$ cat src/rtl/hazard_ctrl.sv
`default_nettype none
// ============================================================================
// Module   : hazard_ctrl
// Purpose  : Hazard/stall controller for the 5-stage pipeline. It tracks
//            bubble occupancy of ID/EX/MEM, inserts one bubble per load-use
//            hazard, kills wrong-path instructions on a taken branch, freezes
//            the pipe while data memory is busy, and halts on a memory
//            timeout.
// Ports    : clk, rst                 clock / synchronous active-high reset
//            id_rs1, id_rs2           source regs of the ID instruction
//            id_use_rs1, id_use_rs2   ID instruction really reads rs1/rs2
//            ex_rd, ex_is_load        destination / load flag of EX instr
//            ex_branch_taken          EX instruction redirects the PC
//            mem_req, mem_ready       MEM-stage data access handshake
//            pc_hold, ifid_hold       front-end hold controls
//            ifid_flush, idex_bubble  NOP injection controls
//            pipe_freeze              every pipeline register holds
//            stall1, stall2           EX / MEM stage holds a bubble
//            mem_timeout              sticky memory-timeout flag
//            stall_cnt                saturating count of pc_hold cycles
// Revision : 1.0 - initial release
// ============================================================================
module hazard_ctrl #(
  parameter int MEM_TIMEOUT = 64,
  parameter int CNT_W       = 32
) (
  input  logic             clk,
  input  logic             rst,
  input  logic [4:0]       id_rs1,
  input  logic [4:0]       id_rs2,
  input  logic             id_use_rs1,
  input  logic             id_use_rs2,
  input  logic [4:0]       ex_rd,
  input  logic             ex_is_load,
  input  logic             ex_branch_taken,
  input  logic             mem_req,
  input  logic             mem_ready,
  output logic             pc_hold,
  output logic             ifid_hold,
  output logic             ifid_flush,
  output logic             idex_bubble,
  output logic             pipe_freeze,
  output logic             stall1,
  output logic             stall2,
  output logic             mem_timeout,
  output logic [CNT_W-1:0] stall_cnt
);

  localparam int WCNT_W = $clog2(MEM_TIMEOUT + 1);

  typedef enum logic [1:0] {
    ST_RUN  = 2'd0,
    ST_WAIT = 2'd1,
    ST_ERR  = 2'd2
  } state_e;

  state_e              state_q, state_d;
  logic [WCNT_W-1:0]   wait_cnt_q, wait_cnt_d;
  logic                timeout_q, timeout_d;
  logic                id_bub_q, ex_bub_q, mem_bub_q;
  logic [CNT_W-1:0]    stall_cnt_q;

  logic                freeze;
  logic                load_use;
  logic                mem_stall_start;

  // A bubble in MEM cannot be waiting on memory, whatever mem_req says.
  assign mem_stall_start = mem_req & ~mem_ready & ~mem_bub_q;

  assign freeze = ((state_q == ST_RUN)  & mem_stall_start) |
                  ((state_q == ST_WAIT) & ~mem_ready)      |
                  (state_q == ST_ERR);

  assign load_use = ~ex_bub_q & ex_is_load & (ex_rd != 5'd0) & ~id_bub_q &
                    ((id_use_rs1 & (id_rs1 == ex_rd)) |
                     (id_use_rs2 & (id_rs2 == ex_rd)));

  // Memory-wait state machine
  always_ff @(posedge clk) begin
    if (rst) begin
      state_q    <= ST_RUN;
      wait_cnt_q <= '0;
      timeout_q  <= 1'b0;
    end else begin
      state_q    <= state_d;
      wait_cnt_q <= wait_cnt_d;
      timeout_q  <= timeout_d;
    end
  end

  always_comb begin
    state_d    = state_q;
    wait_cnt_d = wait_cnt_q;
    timeout_d  = timeout_q;
    case (state_q)
      ST_RUN: begin
        if (mem_stall_start) begin
          state_d    = ST_WAIT;
          wait_cnt_d = WCNT_W'(1);
        end else begin
          wait_cnt_d = '0;
        end
      end
      ST_WAIT: begin
        if (mem_ready) begin
          state_d    = ST_RUN;
          wait_cnt_d = '0;
        end else if (wait_cnt_q == WCNT_W'(MEM_TIMEOUT - 1)) begin
          state_d   = ST_ERR;
          timeout_d = 1'b1;
        end else begin
          wait_cnt_d = wait_cnt_q + WCNT_W'(1);
        end
      end
      ST_ERR:  state_d = ST_ERR;
      default: state_d = ST_RUN;
    endcase
  end

  // Same-cycle pipeline controls; freeze dominates, then branch, then load-use.
  always_comb begin
    pc_hold     = 1'b0;
    ifid_hold   = 1'b0;
    ifid_flush  = 1'b0;
    idex_bubble = 1'b0;
    pipe_freeze = 1'b0;
    if (!rst) begin
      if (freeze) begin
        pc_hold     = 1'b1;
        ifid_hold   = 1'b1;
        pipe_freeze = 1'b1;
      end else if (ex_branch_taken && !ex_bub_q) begin
        ifid_flush  = 1'b1;
        idex_bubble = 1'b1;
      end else if (load_use) begin
        pc_hold     = 1'b1;
        ifid_hold   = 1'b1;
        idex_bubble = 1'b1;
      end
    end
  end

  // Bubble occupancy follows the pipeline and holds with it during a freeze.
  always_ff @(posedge clk) begin
    if (rst) begin
      id_bub_q  <= 1'b1;
      ex_bub_q  <= 1'b1;
      mem_bub_q <= 1'b1;
    end else if (!freeze) begin
      id_bub_q  <= ifid_flush;
      ex_bub_q  <= idex_bubble | id_bub_q;
      mem_bub_q <= ex_bub_q;
    end
  end

  always_ff @(posedge clk) begin
    if (rst) begin
      stall_cnt_q <= '0;
    end else if (pc_hold && (stall_cnt_q != {CNT_W{1'b1}})) begin
      stall_cnt_q <= stall_cnt_q + CNT_W'(1);
    end
  end

  // While in reset the downstream stages must already see bubbles.
  assign stall1      = rst | ex_bub_q;
  assign stall2      = rst | mem_bub_q;
  assign mem_timeout = timeout_q;
  assign stall_cnt   = stall_cnt_q;

endmodule
`default_nettype wire

$ cat config.mk
export PLATFORM = sky130hd
export DESIGN_NAME = hazard_ctrl
export DESIGN_NICKNAME = d
export VERILOG_FILES = /design/src/rtl/hazard_ctrl.sv
export SDC_FILE = /design/constraint.sdc
export NUM_CORES = 1
export LEC_CHECK = 0
export CORE_ASPECT_RATIO = 1.2
export CORE_MARGIN = 2
export CORE_UTILIZATION = 50
export DETAILED_ROUTE_END_ITERATION = 16
export DONT_BUFFER_PORTS = 1
export GPL_ROUTABILITY_DRIVEN = 0
export PLACE_DENSITY = 0.75
export SYNTH_ARGS = -nofsm -noshare
export SYNTH_HDL_FRONTEND = slang
export SYNTH_SLANG_ARGS = --single-unit
export TNS_END_PERCENT = 50
$ cat constraint.sdc
create_clock -name clk -period 2.5 [get_ports clk]
set_input_delay 0.5 -clock clk [delete_from_list [all_inputs] [get_ports clk]]
set_output_delay 0.5 -clock clk [all_outputs]
set_load 0.02 [all_outputs]
==> results by group <==
Setup path
  – Crit-path leading delay family: compound AO/OA/AOI/OAI gates
  – Highest-delay cell along the critical path: a211o_2
  – Worst setup EP type: flop
  – CP required: 2.74 ns
  – FF-to-FF Start: stall_cnt[28]
  – WS Path Type: flop to flop
  – CP Cell Sequence: and4_1 -> nand2_1 -> nor3_1 -> a211o_2 -> o21ai_0 -> a21oi_1
  – R2R setup slack: 0.17 ns
  – CP Buf/Inv Count: 0
  – FF-to-FF End: stall_cnt[24]
  – CP peak stage delay: 0.60 ns
  – CP Data Arrival Time: 2.57 ns
  – Critical Path Fanout Max: 30
  – R2r worst-path depth: 6
  – Nature of the critical path startpoint: flop

Worst hold path
  – Hold path depth: 1
  – Hold endpoint: mem_timeout
  – Hold crit path type: input pin to flop
  – Min-delay src: rst

Clocking
  – Sink Count: 45
  – Clk root buf: clkbuf_8
  – Resize count post-CTS: 0
  – Total setup buffers inserted after CTS: 0
  – Clock Latency Late Sink: 0.30 ns
  – Clk slew on worst S/H paths: 0.08 ns
  – # hold bufs at CTS: 0
  – CTS tree: done
  – CTS Buffer Depth: 2
  – Num CTS Buffers: 5
  – H-Tree Depth: 2

Yosys
  – Synth unique cells: 44
  – Mapped cell area: 2470 µm²
  – Syn. warnings: 0
  – #FFs+latches synth: 45
  – Synthesized area per cell: 8.18 µm²
  – Sequential element share of the synthesized area: 0.365
  – Mapped Cells: 302
  – Syn nets: 327

GRT
  – Largest net degree at the start of global routing: 61
  – Tot GR Track Use: 0.220
  – Initial antenna violation count: 0
  – Congestion Overflow GR: 0
  – Vias in the first global route: 2042
  – First-pass GRT wire length: 9440 µm

Floorplan
  – I/O pins: 63
  – Row cnt: 28
  – Die width: 68.2 µm
  – Initial Utilization: 0.511
  – Core area: 4830 µm²
  – Die area: 5520 µm²
  – Die Span Y: 81.0 µm

Timing
  – RSZ-0062 raised after global routing: no
  – Rel. slew slack: 0.625
  – Fmax achieved: 0.428 GHz
  – Final period util: 0.934
  – Max-slew violation count: 0
  – Fin. Hold Viols: 0
  – Sum Neg Setup Slack: 0 ns
  – Minimum clock period: 2.33 ns
  – Skew final: 0.00454 ns
  – Worst slew pin tran: 0.558 ns
  – Number of setup violations in the final report: 0

Placement
  – I/O Buffers: 0
  – Area after DPL: 2700 µm²
  – Hpwl dp: 4170 µm

Pwr
  – Leakage: 0.887 nW
  – VDD IR max: 0.000260 V
  – PwrDens: 435 nW/µm²

Cells and area
  – Area Growth Syn to Fin: 12.9%
  – Commonest cells after routing, fill and taps aside: dfxtp_1 (45), a21oi_1 (35), buf_4 (32)
  – Ant diodes: 0
  – Share of cells above drive strength 1: 0.162
  – Finished layout cell area: 2790 µm²
  – Fillers: 459
  – Final-stage net count: 351
  – Most common cell after layout, fill and taps aside: dfxtp_1

Drt
  – Vias per Instance: 6.19
  – Via Count: 2395
  – # DRC: 0
  – DRT iter0 DRCs: 134
  – Routed WL: 6110 µm
  – DRT Pass-1 Iters: 4
  – Detail Route Antenna Nets: 0
  – WL/cell: 15.8 µm

Run status
  – Status: completed

Flow run
  – Max-cap violations: 0
logic make-up after synthesis:
group | Yosys count | synth area share
XOR/XNOR | 14 | 0.0496
flip-flops | 45 | 0.365
buffers and inverters | 26 | 0.0506
adder cells (fa/ha/maj) | 2 | 0.0101
AO/OA/AOI/OAI | 78 | 0.202
multiplexers | 5 | 0.0263
AND/OR/NAND/NOR | 132 | 0.297
per-layer routing:
layer | global-route usage | routed length (µm)
met3 | 0.0665 | 435
met4 | 0.0680 | 101
met2 | 0.350 | 2960
met1 | 0.283 | 2610
met5 | 0 | 0
worst max-delay path by stage:
| stage | start | to | slack, ns | cells past startpoint |
|---|---|---|---|---|
| 5_1_grt | stall_cnt[28] | stall_cnt[5] | 0.04 | 6 |
| 3_3_place_gp | ex_rd[4] | stall_cnt[29] | 0.19 | 6 |
| 2_1_floorplan | ex_rd[1] | idex_bubble | 0.28 | 6 |
| 4_1_cts | state_q[1] | stall_cnt[25] | 0.13 | 7 |
| 6_report | stall_cnt[28] | stall_cnt[24] | 0.17 | 6 |
| 3_5_place_dp | ex_rd[1] | stall_cnt[25] | 0.14 | 6 |
metrics by stage:
step	power, mW	hold slack, ns	utilization	std cells	worst slack [ns]
after floorplan	0.787	0.458	-	302	0.280
after global placement	0.786	0.466	0.558	378	0.185
after detailed placement	0.787	0.475	0.558	378	0.137
after CTS	1.22	0.251	0.575	386	0.129
after global routing	1.25	0.248	0.577	387	0.0439
final	1.21	0.261	0.577	387	0.165
worst reg2reg max path, delay by kind of cell (launching register included):
family             cells  cell delay (ns)
AOI/OAI and AO/OA      3             0.95
and+or+nand+nor        3             0.83
DFF                    1             0.49
power by group:
part           total [mW]  internal [mW]  switching, mW
Combinational      0.0480         0.0247         0.0233
Clock               0.443          0.199          0.244
Sequential          0.723          0.720        0.00277
Total                1.21          0.944          0.270
cells in the mapped netlist, drive strengths merged:
library cell | number | area (µm²)
o21a | 2 | 15.0
nand4 | 8 | 50.1
o221a | 1 | 11.3
ha | 2 | 25.0
o2111a | 1 | 11.3
mux2 | 2 | 22.5
and2b | 1 | 7.51
o21ai | 11 | 55.1
xnor2 | 10 | 87.6
nor3 | 10 | 50.1
inv | 10 | 37.5
a211o | 1 | 17.5
nor4 | 1 | 12.5
nand2 | 21 | 78.8
xor2 | 4 | 35.0
o311ai | 1 | 8.76
mux2i | 3 | 42.5
dfxtp | 45 | 901
o31ai | 20 | 150
nor2b | 3 | 18.8
buf | 9 | 60.1
o211ai | 1 | 12.5
clkbuf | 7 | 27.5
o22ai | 1 | 6.26
nor2 | 18 | 67.6
nand2b | 3 | 18.8
nand3 | 20 | 100
or4 | 20 | 150
a22oi | 2 | 15.0
or3 | 12 | 75.1
and4 | 3 | 28.8
a21o | 1 | 7.51
and2 | 1 | 6.26
or2 | 5 | 31.3
a31oi | 1 | 12.5
nor3b | 1 | 7.51
a21oi | 35 | 175
and3 | 5 | 31.3
layout make-up:
cell class | instances | area, µm² | area share
Multi-Input combinational cell | 232 | 1460 | 0.522
Sequential cell | 45 | 901 | 0.323
Timing Repair Buffer | 32 | 240 | 0.0861
Clock buffer | 8 | 80.1 | 0.0287
Tap cell | 60 | 75.1 | 0.0269
Inverter | 10 | 37.5 | 0.0135
sequential cells by signal, indices dropped and copies added (netlist names):
register	flops
wait_cnt_q	7
state_q	2
ex_bub_q	1
id_bub_q	1
mem_bub_q	1
mem_timeout	1
stall_cnt	32
(Power assumes the default switching activity.)
